**src/rtl/mux_ctx_nto1.sv**
```systemverilog
// mux_ctx_nto1: multi-context N-to-1 datapath multiplexer for the CGRA interconnect.
// Per-context selects are loaded through a daisy-chained serial config register, and
// a context counter steps through them while the fabric runs. A select at or beyond
// NUM_INPUTS drives a defined zero output and raises sel_err.
// Build option: define MUX_CTX_OUTPUT_REG_EN to register out/sel_err (1-cycle latency);
// leave it undefined for a purely combinational output path.
module mux_ctx_nto1 #(
  parameter int unsigned SIZE       = 32,
  parameter int unsigned NUM_INPUTS = 9,
  parameter int unsigned CONTEXTS   = 4,
  localparam int unsigned SEL_W     = (NUM_INPUTS > 1) ? $clog2(NUM_INPUTS) : 1,
  localparam int unsigned CTX_W     = (CONTEXTS > 1) ? $clog2(CONTEXTS) : 1,
  localparam int unsigned CFG_LEN   = CONTEXTS * SEL_W
) (
  input  logic                         CGRA_Clock,
  input  logic                         CGRA_Reset,
  input  logic [NUM_INPUTS*SIZE-1:0]   in,
  output logic [SIZE-1:0]              out,
  output logic                         sel_err,
  input  logic                         ConfigIn,
  output logic                         ConfigOut,
  input  logic                         config_en,
  input  logic                         run,
  output logic [CTX_W-1:0]             ctx
);

  localparam int unsigned SEL_CMP_W = SEL_W + 1;
  localparam logic [SEL_CMP_W-1:0] NUM_INPUTS_CMP = SEL_CMP_W'(NUM_INPUTS);
  localparam logic [CTX_W-1:0]     CTX_LAST       = CTX_W'(CONTEXTS - 1);

  logic [CFG_LEN-1:0] cfg_q, cfg_d;
  logic [CTX_W-1:0]   ctx_q, ctx_d;
  logic [SEL_W-1:0]   cur_sel;
  logic               sel_in_range;
  logic [SIZE-1:0]    mux_data;
  logic [SIZE-1:0]    out_d;
  logic               sel_err_d;

  // Config chain: shift toward bit 0 so the first bit streamed ends up in cfg[0].
  always_comb begin
    cfg_d = cfg_q;
    if (config_en) begin
      cfg_d              = cfg_q >> 1;
      cfg_d[CFG_LEN-1]   = ConfigIn;
    end
  end

  // Context counter: config clears it and has priority over run; run wraps at CONTEXTS-1.
  always_comb begin
    ctx_d = ctx_q;
    if (config_en) begin
      ctx_d = '0;
    end else if (run) begin
      ctx_d = (ctx_q == CTX_LAST) ? '0 : ctx_q + CTX_W'(1);
    end
  end

  // State registers for the config chain and the context counter.
  always_ff @(posedge CGRA_Clock or negedge CGRA_Reset) begin
    if (!CGRA_Reset) begin
      cfg_q <= '0;
      ctx_q <= '0;
    end else begin
      cfg_q <= cfg_d;
      ctx_q <= ctx_d;
    end
  end

  // Pick the select field belonging to the active context.
  always_comb begin
    cur_sel = '0;
    for (int k = 0; k < int'(CONTEXTS); k++) begin
      if (ctx_q == CTX_W'(k)) begin
        cur_sel = cfg_q[k*SEL_W +: SEL_W];
      end
    end
  end

  // Data mux; an unmatched select leaves zero so out-of-range never yields X.
  always_comb begin
    mux_data     = '0;
    sel_in_range = ({1'b0, cur_sel} < NUM_INPUTS_CMP);
    for (int k = 0; k < int'(NUM_INPUTS); k++) begin
      if (cur_sel == SEL_W'(k)) begin
        mux_data = in[k*SIZE +: SIZE];
      end
    end
  end

  // Output value before the optional register: forced quiet while the chain is loading.
  always_comb begin
    out_d     = '0;
    sel_err_d = 1'b0;
    if (!config_en) begin
      if (sel_in_range) begin
        out_d = mux_data;
      end else begin
        sel_err_d = 1'b1;
      end
    end
  end

`ifdef MUX_CTX_OUTPUT_REG_EN
  logic [SIZE-1:0] out_q;
  logic            sel_err_q;

  // Optional output register adding one cycle of data latency.
  always_ff @(posedge CGRA_Clock or negedge CGRA_Reset) begin
    if (!CGRA_Reset) begin
      out_q     <= '0;
      sel_err_q <= 1'b0;
    end else begin
      out_q     <= out_d;
      sel_err_q <= sel_err_d;
    end
  end

  assign out     = out_q;
  assign sel_err = sel_err_q;
`else
  assign out     = out_d;
  assign sel_err = sel_err_d;
`endif

  assign ConfigOut = cfg_q[0];
  assign ctx       = ctx_q;

endmodule

```
**config.mk**
```make
export PLATFORM = sky130hd
export DESIGN_NAME = mux_ctx_nto1
export DESIGN_NICKNAME = d
export VERILOG_FILES = /design/src/rtl/mux_ctx_nto1.sv
export SDC_FILE = /design/constraint.sdc
export NUM_CORES = 1
export LEC_CHECK = 0
export CAP_MARGIN = 20
export CORE_AREA = 2 2 127 129
export CTS_CLUSTER_SIZE = 16
export DETAILED_ROUTE_END_ITERATION = 12
export DIE_AREA = 0 0 129 131
export HOLD_SLACK_MARGIN = 0.03
export SLEW_MARGIN = 10
export SYNTH_ARGS = -nofsm -noshare
export SYNTH_HDL_FRONTEND = slang
export SYNTH_SLANG_ARGS = --single-unit
export TNS_END_PERCENT = 30
```
**constraint.sdc**
```tcl
create_clock -name CGRA_Clock -period 4.1 [get_ports CGRA_Clock]
set_input_delay 0.615 -clock CGRA_Clock [delete_from_list [all_inputs] [get_ports CGRA_Clock]]
set_output_delay 0.615 -clock CGRA_Clock [all_outputs]
set_load 0.005 [all_outputs]
```
== Word level (Yosys, flattened, before mapping) ==
Cells that the tools add are included.

* Flip-flop bits (word level): 18
* Bits in latches: 0
* RAM bits: 0
* ROM bits: 0
* Bits of input ports: 293
* Output and inout port bits: 36
* Logic and storage cells: 38
* Memories: 0

* Add/sub/neg operators: 1
* Multipliers: 0
* Divide/modulo/power cells: 0
* $lt $le $gt $ge: 1
* Eq/ne operators: 11
* Shifts and indexed selects: 0
* Mux-type cells: 20
* Bitwise operators: 0
* Reduce and logical (&&, ||, !) cells: 3

{| class="wikitable"
|+ Operator list
! kind !! count
|-
| $mux W32 || 11
|-
| $eq A4 B3 Y1 const B || 4
|-
| $mux W4 || 4
|-
| $eq A4 B2 Y1 const B || 2
|-
| $mux W2 || 3
|-
| $eq A2 B2 Y1 const B || 2
|-
| $eq A4 B1 Y1 const B || 1
|-
| $eq A4 B4 Y1 const B || 1
|-
| $logic_not A4 Y1 || 1
|-
| $lt A4 B4 Y1 const B || 1
|-
| $add A2 B1 Y2 const B || 1
|-
| $eq A2 B1 Y1 const B || 1
|-
| $logic_not A2 Y1 || 1
|-
| $mux W1 || 2
|-
| $reduce_bool A2 Y1 || 1
|}

== Longest topological paths before layout ==
* Word-level depth: 17
* Depth in mapped cells: 12
* Mapped depth without buffers: 8

== Least setup slack after synthesis ==
Ideal clock, no wire load.

* Kind: register to output
* Start point: reg ctx_q[0] (netlist: ctx[0])
* End point: out out[0]
* Arrival time: 2.323 ns
* Data required time: 3.485 ns
* Slack: 1.162 ns
* Stages on the path, launching flop included: 9
* Cells stage by stage: dfrtp_1 ha_1 buf_6 or2_4 a221o_4 a211oi_4 a21oi_1 a311o_1 a31oi_1

* Longest elaborated chain between the ends: 17

{| class="wikitable"
|+ Ends and longest elaborated chain
! element !! RTL line !! RTL
|-
| start: declaration || 32 || <nowiki>logic [CTX_W-1:0] ctx_q, ctx_d;</nowiki>
|-
| start signal: assignment || 65 || <nowiki>ctx_q <= ctx_d;</nowiki>
|-
| $logic_not A2 Y1 || 73 || <nowiki>if (ctx_q == CTX_W'(k)) begin</nowiki>
|-
| $mux W4 (3 in series) || 73 ||
|-
| $mux W4 * || 73 ||
|-
| $logic_not A4 Y1 || 84 || <nowiki>if (cur_sel == SEL_W'(k)) begin</nowiki>
|-
| $mux W32 (9 in series) || 84 ||
|-
| $mux W32 * || 95 || <nowiki>if (sel_in_range) begin</nowiki>
|-
| $mux W32 * || 94 || <nowiki>if (!config_en) begin</nowiki>
|-
| end: declaration || 18 || <nowiki>output logic [SIZE-1:0] out,</nowiki>
|}

Mark *: on every way between the ends. The rest lies on a longest branch, timed or not.

== Worst setup path in the final report ==
* Start point: reg ctx_q[0] (netlist: ctx[0])
* End point: out out[26]

Same word-level chain as after synthesis.

==> metrics.txt <==
number of global-route vias before repair=5488; most used cell, CP=buf_4; Pwr Density=483.0 nW/um^2; die area=16900 sq um; Root Buffer=clkbuf_16; actual slew at the worst max-slew pin=roughly 770 ps; detailed placement HPWL=between 15000 and 20000 microns; main flop type after synthesis=dfrtp_1; hold worst-path end=cfg_q[7]; beginning of the worst hold path=cfg_q[8]; layout cell share with drive strength beyond 1=0.1297; Clock Path Buffers=2; CP Data Required Time=3480 ps; Critical R2R Launch=ctx[0]; Seq cells post-synth=18; Clock Sinks=18; critical path capture point type=output port; Reg power frac=0.086; Yosys cell types=63; grt ovf=0; combinational share of power=0.863; mean area per synthesized cell=between 7 and 8 sq um; crit start category=register; sequential area share after synthesis=0.1200; CP max stage cell=a311oi_4; Netlist Area Pre-Place=about 3800 sq um; die width=129 microns; post-synth net total=around 800; Post-route DRC=0; htree depth=1; placed cell areas=7357 sq um; Initial DRC Count=495; Total Wirelength=about 24000 microns; Bufs and invs on worst path=3; Internal=around 1.9 mW; R2R Path End=ctx[0]; status=complete, no violations; leak pwr=about 3 nW; Port Buffer Count=~330; Tot Pwr=between 3 and 4 mW; Crit path depth=9; CP peak stage delay=570 ps; Final Instance Area=7719 sq um; Crit Path Max Fanout=17; maxcap violations=0; ANT nets after route=0; P_sw=between 1.5 and 2 mW; Post-synth EDFFs=0; Critical Path, Cell by Cell=ha_1, buf_4, nor2b_1, a311oi_4, nor3_4, buf_4, a222oi_1, o211ai_1, clkdlybuf4s50_1; Hold Fails Final Rpt=0; worst min-delay path category=register to register; drt first pass iters=5; Sw Share=0.4818; family with the most delay on the worst path=compound AO/OA/AOI/OAI gates; Slew Limit Fails=0; most frequent cells in the layout=clkdlybuf4s50_1 (327), nand2_1 (108), o22ai_1 (39); fraction of registers with async set/reset=1.000; Reg clk slew, reported paths=around 50 ps; cell taking the most area after synthesis=dfrtp_1; Worst-Skew Late Latency=250 ps; Synth area leaders=dfrtp_1 (12%), nand2_1 (11%), mux2i_1 (8.5%), o22ai_1 (6.5%), mux2_2 (6.3%); Critical Path AT=3420 ps; Core Footprint=between 15000 and 20000 sq um; min Tclk post-route=slightly above 4000 ps; CTS Buf Count=3; Reg area=between 400 and 500 sq um; Setup CP Type=register to output port; largest net degree at the start of global routing=between 40 and 50; RSZ-0062 raised after global routing=yes; post-synth top area share=0.1200; Routed wire per std cell=22.74 microns; final RePlAce weighted congestion=between 0.9 and 1; commonest non-fill, non-tap cell in the layout=clkdlybuf4s50_1; DP Worst Slack=~150 ps; hold depth=1; antenna violations before repair=4; Initial Utilization=0.2407; Final setup viols=0; Die Y=~130 microns; first-pass GRT wire length=~33000 microns; clock power share=0.051; Cells after Synth=between 500 and 600; Clock Skew=~4.2 ps; Ys Warns=0; Final WS setup=between 60 and 70 ps; period utilization=0.9833; hold-fix buffers at CTS=0; R2R Setup Slk=2880 ps; worst vdd ir=0.3729 mV; fillcell total=around 1500; total track usage=0.2568; Final nets=between 1000 and 1500; Slew HR=0.4831; routed vias=roughly 5700; Vias/cell=5.387; R2R depth=5; Multi-input gate area=between 3000 and 4000 sq um; Top Ports=around 330; CTS tree=yes; num rows=46; fmax=approximately 0.25 GHz; area grow syn2layout=105.6%
[cells in the mapped netlist (4+ instances only)]
| cell | n |
|---|---|
| mux2i_1 | 32 |
| buf_6 | 4 |
| dfrtp_1 | 18 |
| ha_1 | 4 |
| buf_4 | 8 |
| nand2b_1 | 5 |
| a2bb2oi_1 | 8 |
| o221ai_1 | 8 |
| nor2_1 | 31 |
| a222oi_1 | 17 |
| o22ai_1 | 39 |
| a22oi_1 | 21 |
| nor3_1 | 5 |
| o21ai_0 | 15 |
| a32o_1 | 8 |
| buf_2 | 22 |
| clkbuf_1 | 13 |
| mux2_2 | 21 |
| o211ai_1 | 19 |
| a21oi_1 | 11 |
| a21o_1 | 19 |
| nand2_1 | 109 |
[power groups by stage]
stage          Sequential [mW]  Clock, mW  Combinational, mW
2_1_floorplan            0.293          0               1.71
3_3_place_gp             0.316          0               2.94
3_5_place_dp             0.320          0               2.96
4_1_cts                  0.321      0.191               3.04
5_1_grt                  0.333      0.203               3.42
6_report                 0.321      0.188               3.22
[flip-flops by register name (all words and copies together), names as in the netlist]
name and cells:
cfg_q 16, ctx 2
[worst max-delay path by stage]
stage	start	endpoint	slack (ps)
after CTS	ctx[0]	out[31]	-20
after floorplan	ctx[0]	out[0]	1160
after detailed placement	ctx[0]	out[5]	150
after global placement	ctx[0]	out[31]	210
after global routing	ctx[1]	out[29]	-60
final	ctx[0]	out[26]	70
[layer usage]
layer,up-vias,global-route usage,part of all wire
met4,0,0.06650,0.028
met1,2677,0.3341,0.41
met2,303,0.4538,0.49
met5,-,0,0
met3,48,0.02891,0.065
li1,2644,-,-
[cells by family (layout without fill, tap and decap cells)]
group / count (synthesis) / after routing / share of synthesized area
AOI/OAI and AO/OA: 204 / 205 / 0.4352
buffers and inverters: 51 / 382 / 0.07431
DFF: 18 / 18 / 0.1200
muxes: 53 / 53 / 0.1483
adders and majority gates: 4 / 4 / 0.01333
and+or+nand+nor: 171 / 171 / 0.2089
other: 0 / 4 / 0
[stage by stage]
stage	cells	TNS [ps]	utilization	hold slack [ps]
6_report	1053	0	0.4949	535.6
5_1_grt	1053	-130.6	0.4949	550.8
3_5_place_dp	1027	0	0.4717	531.5
4_1_cts	1033	-15.56	0.4814	542.9
3_3_place_gp	1027	0	0.4717	525.4
2_1_floorplan	501	0	-	319.4
[layout make-up]
type / instances / area share
clock buffers: 3 / 0.009726
multi-input cells: 433 / 0.4080
diodes: 4 / 0.001297
inverters: 3 / 0.001459
flip-flops and latches: 18 / 0.05852
well taps: 216 / 0.03501
repair buffers: 376 / 0.4860
[repair_timing]
action	4_1_cts	5_1_grt
cloned	1	2
resized for setup	6	15
setup buffers	2	14
endpoints found under the setup margin	14	32
pin swaps	2	9
Note: power is estimated with default switching activity, not from simulation.
